**src/rtl/insn_fetch_queue.sv**
```systemverilog
// rtl/insn_fetch_queue.sv - sequential instruction fetch with redirect-flushable output FIFO
module insn_fetch_queue #(
    parameter logic [31:0] RESET_PC = 32'h0000_0000,
    parameter int          DEPTH    = 2
) (
    input  logic        clk,
    input  logic        reset,
    output logic        mem_req,
    output logic [31:0] mem_addr,
    input  logic        mem_ack,
    input  logic [31:0] mem_rdata,
    input  logic        redirect,
    input  logic [31:0] redirect_pc,
    output logic [31:0] insn_out,
    output logic [31:0] pc_out,
    output logic        insn_valid,
    input  logic        insn_ready
);

    localparam int              PW   = (DEPTH > 1) ? $clog2(DEPTH) : 1;
    localparam int              CW   = $clog2(DEPTH) + 1;
    localparam logic [CW-1:0]   FULL = CW'(DEPTH);
    localparam logic [31:0]     NOP  = 32'h0000_0013;

    typedef enum logic [1:0] {
        S_REQ  = 2'd0,
        S_IDLE = 2'd1,
        S_DROP = 2'd2
    } state_e;

    state_e          state_q, state_d;
    logic [31:0]     fetch_pc_q, fetch_pc_d;
    logic [31:0]     drop_addr_q, drop_addr_d;
    logic [CW-1:0]   count_q, count_d;
    logic [PW-1:0]   rd_ptr_q, rd_ptr_d;
    logic [PW-1:0]   wr_ptr_q, wr_ptr_d;
    logic [31:0]     insn_q [DEPTH];
    logic [31:0]     pc_q   [DEPTH];

    logic            do_push;
    logic            do_pop;
    logic [31:0]     redirect_target;

    assign redirect_target = redirect_pc & 32'hFFFF_FFFC;

    // Outputs: reset blanks the memory request and the decode interface immediately
    always_comb begin
        mem_req    = !reset && (state_q == S_REQ || state_q == S_DROP);
        mem_addr   = (state_q == S_DROP) ? drop_addr_q : fetch_pc_q;
        insn_valid = !reset && (count_q != '0);
        insn_out   = insn_valid ? insn_q[rd_ptr_q] : NOP;
        pc_out     = insn_valid ? pc_q[rd_ptr_q] : 32'h0000_0000;
    end

    // Next-state: redirect flushes the FIFO and either abandons or finishes the in-flight fetch
    always_comb begin
        state_d     = state_q;
        fetch_pc_d  = fetch_pc_q;
        drop_addr_d = drop_addr_q;
        rd_ptr_d    = rd_ptr_q;
        wr_ptr_d    = wr_ptr_q;
        count_d     = count_q;
        do_push     = 1'b0;
        do_pop      = 1'b0;

        if (redirect) begin
            count_d    = '0;
            rd_ptr_d   = '0;
            wr_ptr_d   = '0;
            fetch_pc_d = redirect_target;
            case (state_q)
                S_REQ: begin
                    if (!mem_ack) begin
                        drop_addr_d = fetch_pc_q;
                        state_d     = S_DROP;
                    end
                end
                S_IDLE:  state_d = S_REQ;
                S_DROP:  state_d = mem_ack ? S_REQ : S_DROP;
                default: state_d = S_REQ;
            endcase
        end else begin
            do_pop  = insn_valid && insn_ready;
            do_push = (state_q == S_REQ) && mem_ack;
            if (do_push) begin
                wr_ptr_d   = wr_ptr_q + PW'(1);
                fetch_pc_d = fetch_pc_q + 32'd4;
            end
            if (do_pop) begin
                rd_ptr_d = rd_ptr_q + PW'(1);
            end
            case ({do_push, do_pop})
                2'b10:   count_d = count_q + CW'(1);
                2'b01:   count_d = count_q - CW'(1);
                default: count_d = count_q;
            endcase
            case (state_q)
                S_REQ: begin
                    if (do_push && count_d == FULL) begin
                        state_d = S_IDLE;
                    end
                end
                S_IDLE: begin
                    if (count_q < FULL) begin
                        state_d = S_REQ;
                    end
                end
                S_DROP: begin
                    if (mem_ack) begin
                        state_d = S_REQ;
                    end
                end
                default: state_d = S_REQ;
            endcase
        end
    end

    // Control state register with synchronous reset
    always_ff @(posedge clk) begin
        if (reset) begin
            state_q     <= S_REQ;
            fetch_pc_q  <= RESET_PC;
            drop_addr_q <= RESET_PC;
            count_q     <= '0;
            rd_ptr_q    <= '0;
            wr_ptr_q    <= '0;
        end else begin
            state_q     <= state_d;
            fetch_pc_q  <= fetch_pc_d;
            drop_addr_q <= drop_addr_d;
            count_q     <= count_d;
            rd_ptr_q    <= rd_ptr_d;
            wr_ptr_q    <= wr_ptr_d;
        end
    end

    // FIFO storage: contents are only meaningful below count_q, so no reset is needed
    always_ff @(posedge clk) begin
        if (do_push) begin
            insn_q[wr_ptr_q] <= mem_rdata;
            pc_q[wr_ptr_q]   <= fetch_pc_q;
        end
    end

endmodule

```
**config.mk**
```make
export PLATFORM = sky130hd
export DESIGN_NAME = insn_fetch_queue
export DESIGN_NICKNAME = d
export VERILOG_FILES = /design/src/rtl/insn_fetch_queue.sv
export SDC_FILE = /design/constraint.sdc
export NUM_CORES = 1
export LEC_CHECK = 0
export CORE_ASPECT_RATIO = 0.8
export CORE_MARGIN = 1.5
export CORE_UTILIZATION = 40
export DETAILED_ROUTE_END_ITERATION = 6
export GPL_TIMING_DRIVEN = 0
export HOLD_SLACK_MARGIN = 0.1
export PLACE_DENSITY = 0.71
export SLEW_MARGIN = 20
export SYNTH_ARGS = -nofsm -noshare
export SYNTH_HDL_FRONTEND = slang
export SYNTH_SLANG_ARGS = --single-unit
```
**constraint.sdc**
```tcl
create_clock -name clk -period 13.3 [get_ports clk]
set_input_delay 3.99 -clock clk [delete_from_list [all_inputs] [get_ports clk]]
set_output_delay 3.99 -clock clk [all_outputs]
set_load 0.1 [all_outputs]
```
# After elaboration in Yosys (flattened, before gate mapping)
# Memory sizes are Yosys's and may differ from the RTL's. A register that Yosys moved wholly into a read port is not among the register bits.
# Index checks and enable logic that the tools add are counted.
op_classes:
  add_sub_neg: 5
  magnitude_cmp: 1
  n_eq_ne: 9
  mux: 22
  bitwise_logic: 1
  n_reduce_logical: 13
ops:
  columns: ["operator", "n"]
  rows:
  - ["32-bit 2-to-1 mux", 5]
  - ["32-bit by 3-bit adder with 32-bit output (second input constant)", 1]
  - ["2-bit 2-to-1 mux", 7]
  - ["3-bit != test (second input constant)", 3]
  - ["2-bit one-hot mux with 2 select lines", 2]
  - ["1-bit 2-to-1 mux", 7]
  - ["2-bit == test (second input constant)", 3]
  - ["2-bit one-hot mux with 3 select lines", 1]
  - ["1-bit logical AND", 5]
  - ["2-bit by 1-bit == test with 1-bit output (second input constant)", 2]
  - ["4-bit AND reduction", 1]
  - ["2-bit nonzero test", 2]
  - ["3-bit by 2-bit != test with 1-bit output (second input constant)", 1]
  - ["3-bit AND reduction", 1]
  - ["1-bit adder (second input constant)", 2]
  - ["2-bit by 1-bit adder with 2-bit output (second input constant)", 1]
  - ["2-bit zero test", 1]
  - ["2-bit less-than comparator (second input constant)", 1]
  - ["2-bit OR reduction", 1]
  - ["2-bit by 1-bit subtractor with 2-bit output (second input constant)", 1]
  - ["1-bit zero test", 1]
  - ["1-bit logical OR", 1]
  - ["1-bit inverter", 1]
totals:
  regBits: 70
  ram_bits: 128
  inputBits: 69
  wordCells: 60
  memories: 2
mem_list:
  columns: ["name", "depth", "word_bits", "read_ports", "rd_ports_with_merged_regs", "write_ports", "line_no", "rtl"]
  rows:
  - ["insn_q", 2, 32, 1, 1, 1, "37", "logic [31:0] insn_q [DEPTH];"]
  - ["pc_q", 2, 32, 1, 1, 1, "38", "logic [31:0] pc_q [DEPTH];"]

# Longest topological paths before layout
depth:
  word_depth: 11
  depth_mapped: 8
  mapped_depth_nobuf: 8

# Worst setup path before layout
# OpenSTA, ideal clock, no wires.
synth_path:
  path_kind: "input-to-output"
  from: "input reset"
  to: "output pc_out[21]"
  arrival_time_ps: 5902
  t_required_ps: 9310
  setup_slack_ps: 3408
  path_stages: 4
  cell_sequence: "o21bai_1 clkbuf_1 buf_1 nor2_1"
synth_between:
  elab_chain_cells: 3
synth_lines:
  columns: ["element", "line_no", "rtl"]
  rows:
  - ["start: declaration", "7", "input logic reset,"]
  - ["1-bit zero test", "50", "insn_valid = !reset && (count_q != '0);"]
  - ["1-bit logical AND", "50", null]
  - ["32-bit 2-to-1 mux", "52", "pc_out = insn_valid ? pc_q[rd_ptr_q] : 32'h0000_0000;"]
  - ["end: declaration", "15", "output logic [31:0] pc_out,"]
# No other way between the ends.

# Worst setup path in the final report
layout_path:
  from: "input reset"
  to: "output pc_out[26]"
# The elaborated chain is that of the path after synthesis.

==> flow_metrics.py <==
metrics = {
    "status": {
        "status": "finished clean",
    },
    "worst_setup_path": {
        "crit_path_start": "reset",
        "cp.arrival_ps": 7070,
        "cp_num_buf_inv": 4,
        "critPathTopFamily": "buffers and inverters",
        "path_cells": "clkdlybuf4s50_1, o21bai_1, clkbuf_1, buf_1, nor2_1, clkdlybuf4s50_1",
        "path_max_fanout": 10,
        "start_kind": "primary input",
        "reg2reg_from": "count_q[1]$_SDFF_PP0_",
        "slowest_stage": "clkdlybuf4s50_1",
        "critPathKind": "in -> out",
        "cp_common_cell": "clkdlybuf4s50_1",
        "crit_path_end_kind": "primary output",
        "cpPeakStageDelay_ps": 990,
        "rrSetupSlack_ps": 10550,
        "crit_required_ps": 9310,
    },
    "placed_design": {
        "portBuffers": 159,
        "dpl-instance-area_um2": 10300,
        "placed_cells": 1141,
        "place.gp.congestion": 0.863,
        "post-place-ws_ps": 2150,
        "place_hpwl_um": 14400,
    },
    "yosys": {
        "yosysWarnings": 0,
        "synth_enable_flop_cells": 124,
        "yosysTopAreaCellShare_pct": 45.1,
        "synth_area_per_cell_um2": 11.7,
        "yosysTopAreaCell": "edfxtp_1",
        "synth_common_cells": "edfxtp_1, nand2_1, nor2_1, dfxtp_1, mux2i_1",
        "ys.flop_type": "edfxtp_1",
        "netlist_top_cells_area": "edfxtp_1, dfxtp_1, mux2i_1",
        "synthCells": 707,
        "seq_area_frac_synth_pct": 61.4,
        "synth_seq_cells": 191,
        "syn_area_um2": 8250,
        "synth_cell_types": 52,
        "synth.most_common_cell": "edfxtp_1",
        "synth-async-reset-ratio_pct": 0,
    },
    "layout": {
        "area_growth_pct": 31.2,
        "finalNonFillerCells": 1173,
        "drive_above_1_share_pct": 9.35,
        "final_nets": 967,
        "fillers": 1749,
        "antenna_cells": 0,
        "design_area_um2": 10800,
    },
    "routing": {
        "detail_route.vias_per_cell": 5.24,
        "ant_nets": 0,
        "vias": 6141,
        "wl_um": 20200,
        "drtIter0Drc": 536,
        "drc": 0,
        "dr.pass1.iters": 5,
        "wl_per_cell_um": 17.2,
    },
    "floorplan": {
        "io_pins": 167,
        "fp.dieH_um": 131,
        "die_area_um2": 21500,
        "num_rows": 46,
        "core_area_um2": 20000,
        "die_w_um": 164,
        "start_util_pct": 41.2,
    },
    "sta": {
        "setup_ws_ps": 2240,
        "setup_viol_count_final": 0,
        "hold_viol": 0,
        "maxSlewHeadroom_pct": 29.4,
        "fin_crit_sh_pct": 83.1,
        "setup_tns_ps": 0,
        "rsz0062_at_grt": "false",
        "skew_ps": 8.25,
        "drv_slew": 0,
        "period_minus_slack_ps": 11060,
        "tightest_slew_ps": 1060,
        "fmax_ghz": 0.0904,
    },
    "global_route": {
        "grt-ovfl-total": 0,
        "grt_use_total_pct": 19.3,
        "antenna_found_initial": 0,
        "grt_pass1_wl_um": 31800,
        "grt_pass1_vias": 5784,
        "grt_max_degree": 53,
    },
    "cts": {
        "cts-hold-fix-buffers": 0,
        "clk_pin_slew_ps": 70,
        "cts_root_buf": "clkbuf_16",
        "htreeDepth": 4,
        "clk_path_buf_depth": 2,
        "post_cts_buffers": 0,
        "cts_resized": 0,
        "cts_tree": "built",
        "clkSinkCount": 191,
        "clk_latency_ps": 430,
        "cts_made_buffers": 17,
    },
    "power_and_ir_drop": {
        "irDropWorstVdd_uv": 71.9,
        "power.total_uw": 1350,
        "leakage_uw": 0.00353,
        "powerDensity_nw_per_um2": 125,
    },
    "worst_hold_path": {
        "hold_start": "drop_addr_q[23]$_SDFFE_PP0P_",
        "hold_path_class": "reg -> reg",
    },
    "flow_run": {
        "cap_viol_max_count": 0,
    },
}
[stage by stage]
step                util (%)  hold slack (ps)
floorplan                  -              420
global placement        50.9              438
detailed placement      51.3              444
CTS                     54.1              456
global route            54.1              464
finish                  54.1              453
[layout make-up]
class	instances	area (µm²)	share of cell area, %
clock inverters	15	129	1.19
flip-flops and latches	191	5060	46.8
plain buffers	50	223	2.06
well taps	264	330	3.05
repair buffers	167	1670	15.4
inverters	9	33.8	0.312
multi-input cells	460	2950	27.3
clock buffers	17	425	3.93
[final timing paths]
| check | to | cells after the start |
|---|---|---|
| setup / recovery | pc_out[26] | 6 |
| hold / removal | drop_addr_q[23]$_SDFFE_PP0P_ | 2 |
| setup reg to reg | state_q[0]$_SDFFE_PP0P_ | 8 |
| hold reg to reg | drop_addr_q[23]$_SDFFE_PP0P_ | 2 |
[metal layers]
metal	wire length (µm)	global-route usage (%)	vias up
met5	0	0	-
met4	146	3.84	0
met2	8950	28.9	224
met1	9430	27.9	2945
li1	-	-	2961
met3	1700	5.56	11
[flip-flops by register name, summed over array words and instances (netlist names), named ones only]
signal	count
wr_ptr_q	1
fetch_pc_q	30
pc_q	60
rd_ptr_q	1
count_q	2
insn_q	64
drop_addr_q	30
state_q	2
[worst register-to-register path: stages, from the launching register on]
cell	delay (ps)
dfxtp_1	360
o21bai_1	680
inv_1	240
and2_1	280
ha_1	370
nand3b_1	180
a21boi_0	180
o211ai_1	130
a211oi_1	250
[power by group]
part | internal (µW) | switching [µW] | leakage [µW]
clock | 245 | 231 | 0.000253
combinational | 61.8 | 140 | 0.00159
sequential | 654 | 19.6 | 0.00169
[cell families (layout without fill, tap and decap cells)]
family | Yosys count | count (layout) | share of synthesized area [%]
buf+inv | 59 | 258 | 3.11
xor+xnor | 11 | 11 | 1.17
other cells | 1 | 4 | 0.0454
compound gates | 94 | 94 | 7.37
flops | 191 | 191 | 61.4
fa+ha+maj | 2 | 2 | 0.303
mux | 92 | 92 | 11.6
simple gates | 257 | 257 | 15.1
[layout by cell type (no fill, tap or decap), types with 3 or more instances in the layout]
| cell type | n |
|---|---|
| inv_1 | 8 |
| conb_1 | 4 |
| xor2_1 | 7 |
| clkbuf_1 | 37 |
| o21ai_0 | 12 |
| clkdlybuf4s50_1 | 159 |
| a21oi_1 | 37 |
| o31ai_1 | 4 |
| nand3_1 | 8 |
| or4_1 | 6 |
| inv_6 | 5 |
| o211ai_1 | 4 |
| o21bai_1 | 4 |
| buf_4 | 14 |
| buf_1 | 4 |
| and4_1 | 11 |
| clkinvlp_4 | 6 |
| mux2i_1 | 63 |
| or3_1 | 16 |
| a311oi_1 | 10 |
| dfxtp_1 | 67 |
| clkbuf_16 | 17 |
| mux2_2 | 29 |
| xnor2_1 | 4 |
| edfxtp_1 | 124 |
| nor4_1 | 4 |
| a211oi_1 | 10 |
| nor2_1 | 87 |
| and2_1 | 3 |
| nand4_1 | 9 |
| nand2_1 | 92 |
| and3_1 | 4 |
Power figures use the tool's default switching activity.
